## config.mk

```make
export PLATFORM = sky130hd
export DESIGN_NAME = dma_rx_sm
export DESIGN_NICKNAME = d
export VERILOG_FILES = /design/src/rtl/dma_rx_sm_pkg.sv /design/src/rtl/dma_rx_sm.sv
export SDC_FILE = /design/constraint.sdc
export NUM_CORES = 1
export LEC_CHECK = 0
export BUFFER_PORTS_ARGS = -buffer_cell sky130_fd_sc_hd__buf_2
export CORE_MARGIN = 2
export CORE_UTILIZATION = 35
export DETAILED_ROUTE_END_ITERATION = 6
export GPL_TIMING_DRIVEN = 0
export SLEW_MARGIN = 10
export SYNTH_ARGS = -nofsm -noshare
export SYNTH_HDL_FRONTEND = slang
export SYNTH_SLANG_ARGS = --single-unit
```

## constraint.sdc

```tcl
create_clock -name hclk -period 1.73 [get_ports hclk]
set_input_delay 0.173 -clock hclk [delete_from_list [all_inputs] [get_ports hclk]]
set_output_delay 0.173 -clock hclk [all_outputs]
set_load 0.02 [all_outputs]
```

## src/rtl/dma_rx_sm_pkg.sv

```systemverilog
// dma_rx_sm_pkg: read-side DMA state codes.
// Codes sit in 5'h10.. so they never collide with write-side codes; idle is shared.
package dma_rx_sm_pkg;

  typedef enum logic [4:0] {
    RD_IDLE     = 5'h00,
    RD_AHB_MAIN = 5'h10,
    RD_AHB_ADDR = 5'h11,
    RD_AHB_DATA = 5'h12,
    RD_APB_MAIN = 5'h13,
    RD_APB_DATA = 5'h14,
    RD_WAIT_WR  = 5'h15,
    RD_FINISH   = 5'h16
  } rd_state_t;

endpackage

```

## src/rtl/dma_rx_sm.sv

```systemverilog
// dma_rx_sm: DMA channel read-side sequencer.
// Reads AHB/APB beats into the holding buffer, then yields to the write side.
import dma_rx_sm_pkg::*;

module dma_rx_sm #(
  parameter int MAX_BEATS = 4
) (
  input  logic       hclk,
  input  logic       hreset,
  input  logic       xfer_start,
  input  logic       source_apb,
  input  logic       slot_available,
  input  logic       ahb_grant,
  input  logic       hready,
  input  logic       pready,
  input  logic       double_clk,
  input  logic       count_two,
  input  logic       continue_read,
  input  logic       write_handover,
  input  logic       end_xfer,
  input  logic       abort,
  output logic       write_grant,
  output logic       rd_beat,
  output logic [4:0] dma_read_state,
  output logic [4:0] next_read_state
);

  rd_state_t  state;
  rd_state_t  nxt;
  rd_state_t  phase_start;
  logic [2:0] beat_cnt;
  logic       apb_tick;
  logic       more;
  logic       new_phase;

  assign apb_tick    = ~double_clk | count_two;
  assign phase_start = source_apb ? RD_APB_MAIN : RD_AHB_MAIN;

  // room for another beat in this phase before a forced handover
  assign more = continue_read & slot_available &
                ~(end_xfer | abort) &
                (({1'b0, beat_cnt} + 4'd1) < 4'(MAX_BEATS));

  always_comb begin
    nxt       = state;
    rd_beat   = 1'b0;
    new_phase = 1'b0;
    unique case (state)
      RD_IDLE: begin
        if (xfer_start & slot_available)
          nxt = phase_start;
      end
      RD_AHB_MAIN: begin
        if (ahb_grant & hready)
          nxt = RD_AHB_ADDR;
        else if (abort)
          nxt = RD_FINISH;
      end
      RD_AHB_ADDR: begin
        if (hready)
          nxt = RD_AHB_DATA;
      end
      RD_AHB_DATA: begin
        if (hready) begin
          rd_beat = 1'b1;
          nxt     = more ? RD_AHB_MAIN : RD_WAIT_WR;
        end
      end
      RD_APB_MAIN: begin
        if (abort)
          nxt = RD_FINISH;
        else if (pready & apb_tick)
          nxt = RD_APB_DATA;
      end
      RD_APB_DATA: begin
        if (abort)
          nxt = RD_FINISH;
        else if (apb_tick) begin
          rd_beat = 1'b1;
          nxt     = more ? RD_APB_MAIN : RD_WAIT_WR;
        end
      end
      RD_WAIT_WR: begin
        if (abort)
          nxt = RD_FINISH;
        else if (write_handover) begin
          if (end_xfer)
            nxt = RD_FINISH;
          else if (slot_available) begin
            nxt       = phase_start;
            new_phase = 1'b1;
          end
        end
      end
      RD_FINISH: nxt = RD_IDLE;
      default:   nxt = RD_IDLE;
    endcase
  end

  always_ff @(posedge hclk or posedge hreset) begin
    if (hreset)
      state <= RD_IDLE;
    else
      state <= nxt;
  end

  always_ff @(posedge hclk or posedge hreset) begin
    if (hreset)
      beat_cnt <= 3'd0;
    else if (nxt == RD_IDLE || new_phase)
      beat_cnt <= 3'd0;
    else if (rd_beat && beat_cnt < 3'(MAX_BEATS))
      beat_cnt <= beat_cnt + 3'd1;
  end

  assign write_grant     = (state == RD_WAIT_WR);
  assign dma_read_state  = state;
  assign next_read_state = nxt;

endmodule

```

== Word level (Yosys, flattened, before mapping) ==
Index checks and enable logic that the tools add are counted.

* Register bits: 8
* Output and inout port bits: 12
* Word-level logic and storage cells: 55

* Add/sub/neg operators: 2
* Magnitude comparators: 2
* Eq/ne operators: 6
* Multiplexer cells: 28
* Bitwise operators: 10
* Reduce and logical (&&, ||, !) cells: 5

{| class="wikitable"
|+ Operators by type and width
! cell !! number
|-
| $mux 5 || 13
|-
| $pmux 5 s7 || 1
|-
| $eq 5x5->1 const B || 6
|-
| $mux 3 || 4
|-
| $logic_not 5->1 || 2
|-
| $mux 1 || 8
|-
| $and 1x1->1 || 6
|-
| $add 3x1->4 const B || 1
|-
| $lt 4x3->1 const B || 1
|-
| $add 3x1->3 const B || 1
|-
| $lt 3x3->1 const B || 1
|-
| $mux 2 || 1
|-
| $not 1->1 || 2
|-
| $or 1x1->1 || 2
|-
| $pmux 1 s2 || 1
|-
| $reduce_bool 2->1 || 1
|-
| $logic_and 1x1->1 || 1
|-
| $logic_or 1x1->1 || 1
|}

== Longest topological paths before layout ==
* Depth in word-level cells: 11
* Gate-level depth with buffers: 5

== Worst setup path before layout ==
OpenSTA, ideal clock, no wires.

* Path kind: reg-to-reg
* Start point: register state[0], in the netlist dma_read_state[0]
* End point: register state[1], in the netlist dma_read_state[1]
* Library setup time: 173 ps
* Arrival: 1572 ps
* Required time: 1557 ps
* Setup slack: -15 ps
* Stages on the path, launching flop included: 6
* Path buffers: 1
* Path through: dfrtp_1 > buf_6 > or4_4 > a21oi_1 > a2bb2oi_1 > o211ai_1

* Longest elaborated chain between the ends: 2
* Elaborated cells on any way between the ends: 8
* Those cells by class: eq/ne (6); mux (1); reduce/logical (1)

{| class="wikitable"
|+ Ends and longest elaborated chain
! item !! line !! source
|-
| start: declaration || dma_rx_sm.sv:28 || <nowiki>rd_state_t state;</nowiki>
|-
| start signal: assignment || dma_rx_sm.sv:104 || <nowiki>state <= nxt;</nowiki>
|-
| $eq 5x5->1 / $logic_not 5->1 (equally long branches) || dma_rx_sm.sv:48 || <nowiki>unique case (state)</nowiki>
|-
| $pmux 5 s7 (*) || dma_rx_sm.sv:48 ||
|-
| named net next_read_state[1] || dma_rx_sm.sv:25 || <nowiki>output logic [4:0] next_read_state</nowiki>
|}

The timed path passes the listed nets; every way through them passes the cells marked *.
A chain may end at the register's enable or synchronous reset.

== Final worst setup path ==
* Start point: register state[2], in the netlist dma_read_state[2]
* End point: output next_read_state[2]

* Longest elaborated chain between the ends: 5
* Elaborated cells on any way between the ends: 21
* Those cells by class: eq/ne (6); mux (14); reduce/logical (1)

{| class="wikitable"
|+ Ends and longest elaborated chain
! item !! line !! source
|-
| $mux 5 || dma_rx_sm.sv:89 || <nowiki>else if (slot_available) begin</nowiki>
|-
| $mux 5 || dma_rx_sm.sv:87 || <nowiki>if (end_xfer)</nowiki>
|-
| $mux 5 || dma_rx_sm.sv:86 || <nowiki>else if (write_handover) begin</nowiki>
|-
| $mux 5 || dma_rx_sm.sv:84 || <nowiki>if (abort)</nowiki>
|-
| $pmux 5 s7 (*) || dma_rx_sm.sv:48 ||
|-
| end: declaration || dma_rx_sm.sv:25 ||
|}

Every way passes the cells marked *; elsewhere a longest branch is shown, timed or not.

==> summary.md <==
| Metric | Value |
|---|---|
| Via count | `927` |
| Place WS | `-0.172 ns` |
| Clk buf depth | `2` |
| Most frequent cell after synthesis | `dfrtp_1` |
| # Max-Cap Violations | `0` |
| Initial antenna violation count | `0` |
| Async S/R FF share, synth | `100%` |
| Final WS setup | `-0.235 ns` |
| Final nets | `148` |
| Peak supply drop | `0.510 mV` |
| Drt first pass iters | `4` |
| Synth Instances | `91` |
| Main synth FF type | `dfrtp_1` |
| Placed cell count | `142` |
| Root buf cell | `clkbuf_4` |
| Share of layout cells above drive strength 1 | `52.3%` |
| Clock Latency Late Sink | `0.26 ns` |
| Io pins | `26` |
| Worst path max stage delay | `0.45 ns` |
| Fin Setup TNS | `-0.883 ns` |
| Total CTS buffers | `3` |
| CTS clk-pin slew, worst paths | `0.06 ns` |
| Vias per Instance | `5.79` |
| DRC Markers | `0` |
| CP Capture Type | `output pin` |
| Buffers on Ports | `22` |
| DR iter-0 viols | `10` |
| FMAX | `509 MHz` |
| Worst slew pin tran | `0.587 ns` |
| WHS | `0.334 ns` |
| Design Area, Final | `1170 um2` |
| Gp weighted congestion | `0.855` |
| Number of flops mapped to enable cells by yosys | `0` |
| First-pass GRT wire length | `3750 um` |
| Layout area overhead | `51.0%` |
| Fin crit share | `114%` |
| CP required | `1.56 ns` |
| Most area-consuming cells after synthesis | `dfrtp_1 (26%), a21oi_1 (3.9%), and4b_1 (3.9%)` |
| Power Density | `725 nW/um2` |
| Core box area | `2150 um2` |
| Fin cells | `160` |
| Slew HR | `60.8%` |
| Cell at the slowest stage of the critical path | `dfrtp_2` |
| Outcome | `complete, but fails checks` |
| CTS tree | `done` |
| Leading cell types by count after synthesis | `dfrtp_1 (8), a21oi_1 (6), inv_1 (6), nand3_1 (6), o21ai_0 (5)` |
| Final Critical Period | `1.96 ns` |
| Post-synth cell types | `43` |
| Initial Util | `36.2%` |
| GRT Total Usage | `18.7%` |
| Overall die height | `51.1 um` |
| Syn Area/Cell | `8.54 um2` |
| Final Hold Vio Count | `0` |
| Placed cell area | `927 um2` |
| Chip width | `51.1 um` |
| Max-slew violations | `0` |
| Htree depth | `1` |
| Total power | `0.851 mW` |
| Post-synthesis sequential area ratio | `25.8%` |
| CP Cell Sequence | `buf_4 > a211oi_1 > o22ai_1 > or3_4 > buf_6` |
| LEAKAGE | `0.531 nW` |
| Worst setup SP type | `register` |
| # setup viols final | `7` |
| Vias in the first global route | `819` |
| Pin count of the biggest net entering global routing | `11` |
| Critical path arrival | `1.79 ns` |
| Mapped cell area | `777 um2` |
| Ys Warns | `0` |
| Final HPWL DP | `1560 um` |
| Hold Crit Class | `input port to register` |
| GRT overflow | `0` |
| #FFs+latches synth | `8` |
| Die area | `2610 um2` |
| Critical path class | `register to output pin` |
| Post-DRT Antenna Nets | `0` |
| Clock Skews | `0.0104 ns` |
| Synth area leader | `dfrtp_1` |
| Unrepaired setup endpoints after global routing | `true` |
| Final Routed Wirelength | `2410 um` |
| Post-DR wirelength/cell | `15.1 um` |
| Clock Sink Count | `8` |
| Failing checks | `negative setup slack` |
| Final design utilization | `54.6%` |
| Post-synth top area share | `25.8%` |
| CP max FO | `7` |
| # rows | `17` |
| Antenna diodes | `0` |
-- critical path: cells and delay by family (launching register included) --
family / cells / cell delay [ns]
flip-flops: 1 / 0.45
AND/OR/NAND/NOR: 1 / 0.40
buffers and inverters: 2 / 0.30
AO/OA/AOI/OAI: 2 / 0.40
-- flip-flops by register name, summed over array words and instances (netlist names) --
name            flops
dma_read_state      5
beat_cnt            3
-- cells in the final DEF, fill, tap and decap left out, types with 2 or more instances in the layout --
master and n:
a211o_1 2, a21oi_1 4, a21oi_2 2, a221oi_2 2, and2_1 3, and4b_1 3, buf_2 19, buf_4 17
buf_6 3, clkbuf_1 2, clkbuf_4 3, conb_1 2, dfrtp_1 4, dfrtp_2 4, inv_1 6, nand2_1 2
nand3_1 5, nand4_1 2, nor3_1 3, o211ai_1 3, o21ai_0 3, o221ai_1 3, o22ai_1 3
-- timing repair --
item / 4_1_cts / 5_1_grt
setup buffers: 10 / 4
endpoints found under the hold margin: 8 / 0
cloned: 0 / 0
setup endpoints to repair: 6 / 8
gates resized for setup: 26 / 5
pin swaps: 4 / 6
hold buffers: 1 / 0
-- logic make-up (layout without fill, tap and decap cells) --
kind of cell	after synthesis	after routing	synth area share, %
flip-flops	8	8	25.8
buffers and inverters	12	52	7.89
adder cells (fa/ha/maj)	1	1	1.61
multiplexers	1	1	1.45
AND/OR/NAND/NOR	35	35	29.5
other	1	2	0.483
AO/OA/AOI/OAI	33	33	33.3
-- worst paths after layout --
kind                                        startpoint                     endpoint  slack (ns)  cells after the start
min reg2reg                    beat_cnt[2]$_DFFE_PP0P_      beat_cnt[2]$_DFFE_PP0P_        0.66                      2
max reg2reg                dma_read_state[3]$_DFF_PP0_      beat_cnt[2]$_DFFE_PP0P_       -0.03                      6
max in group asynchronous                       hreset  dma_read_state[2]$_DFF_PP0_        1.06                      3
min in group asynchronous                       hreset      beat_cnt[0]$_DFFE_PP0P_        0.40                      3
max                        dma_read_state[2]$_DFF_PP0_           next_read_state[2]       -0.23                      5
min                                           end_xfer      beat_cnt[1]$_DFFE_PP0P_        0.33                      3
-- power by group --
part / leakage (nW) / total, mW / internal, mW / switching [mW]
clock: 0.0150 / 0.151 / 0.0882 / 0.0632
sequential: 0.102 / 0.240 / 0.209 / 0.0311
combinational: 0.414 / 0.460 / 0.217 / 0.243
-- final cells by class --
type                    count  area [um2]
inverters                   6        22.5
clock buffers               4        26.3
repair buffers             37         244
well taps                  28        35.0
multi-input cells          72         609
flip-flops and latches      8         205
plain buffers               5        31.3
fillers                   206         975
-- metal layers --
metal / global-route usage (%) / part of all wire [%]
met2: 31.8 / 51
met3: 1.46 / 5.1
met4: 9.01 / 2.2
met1: 23.7 / 42
met5: 0 / 0
(Power assumes the default switching activity.)
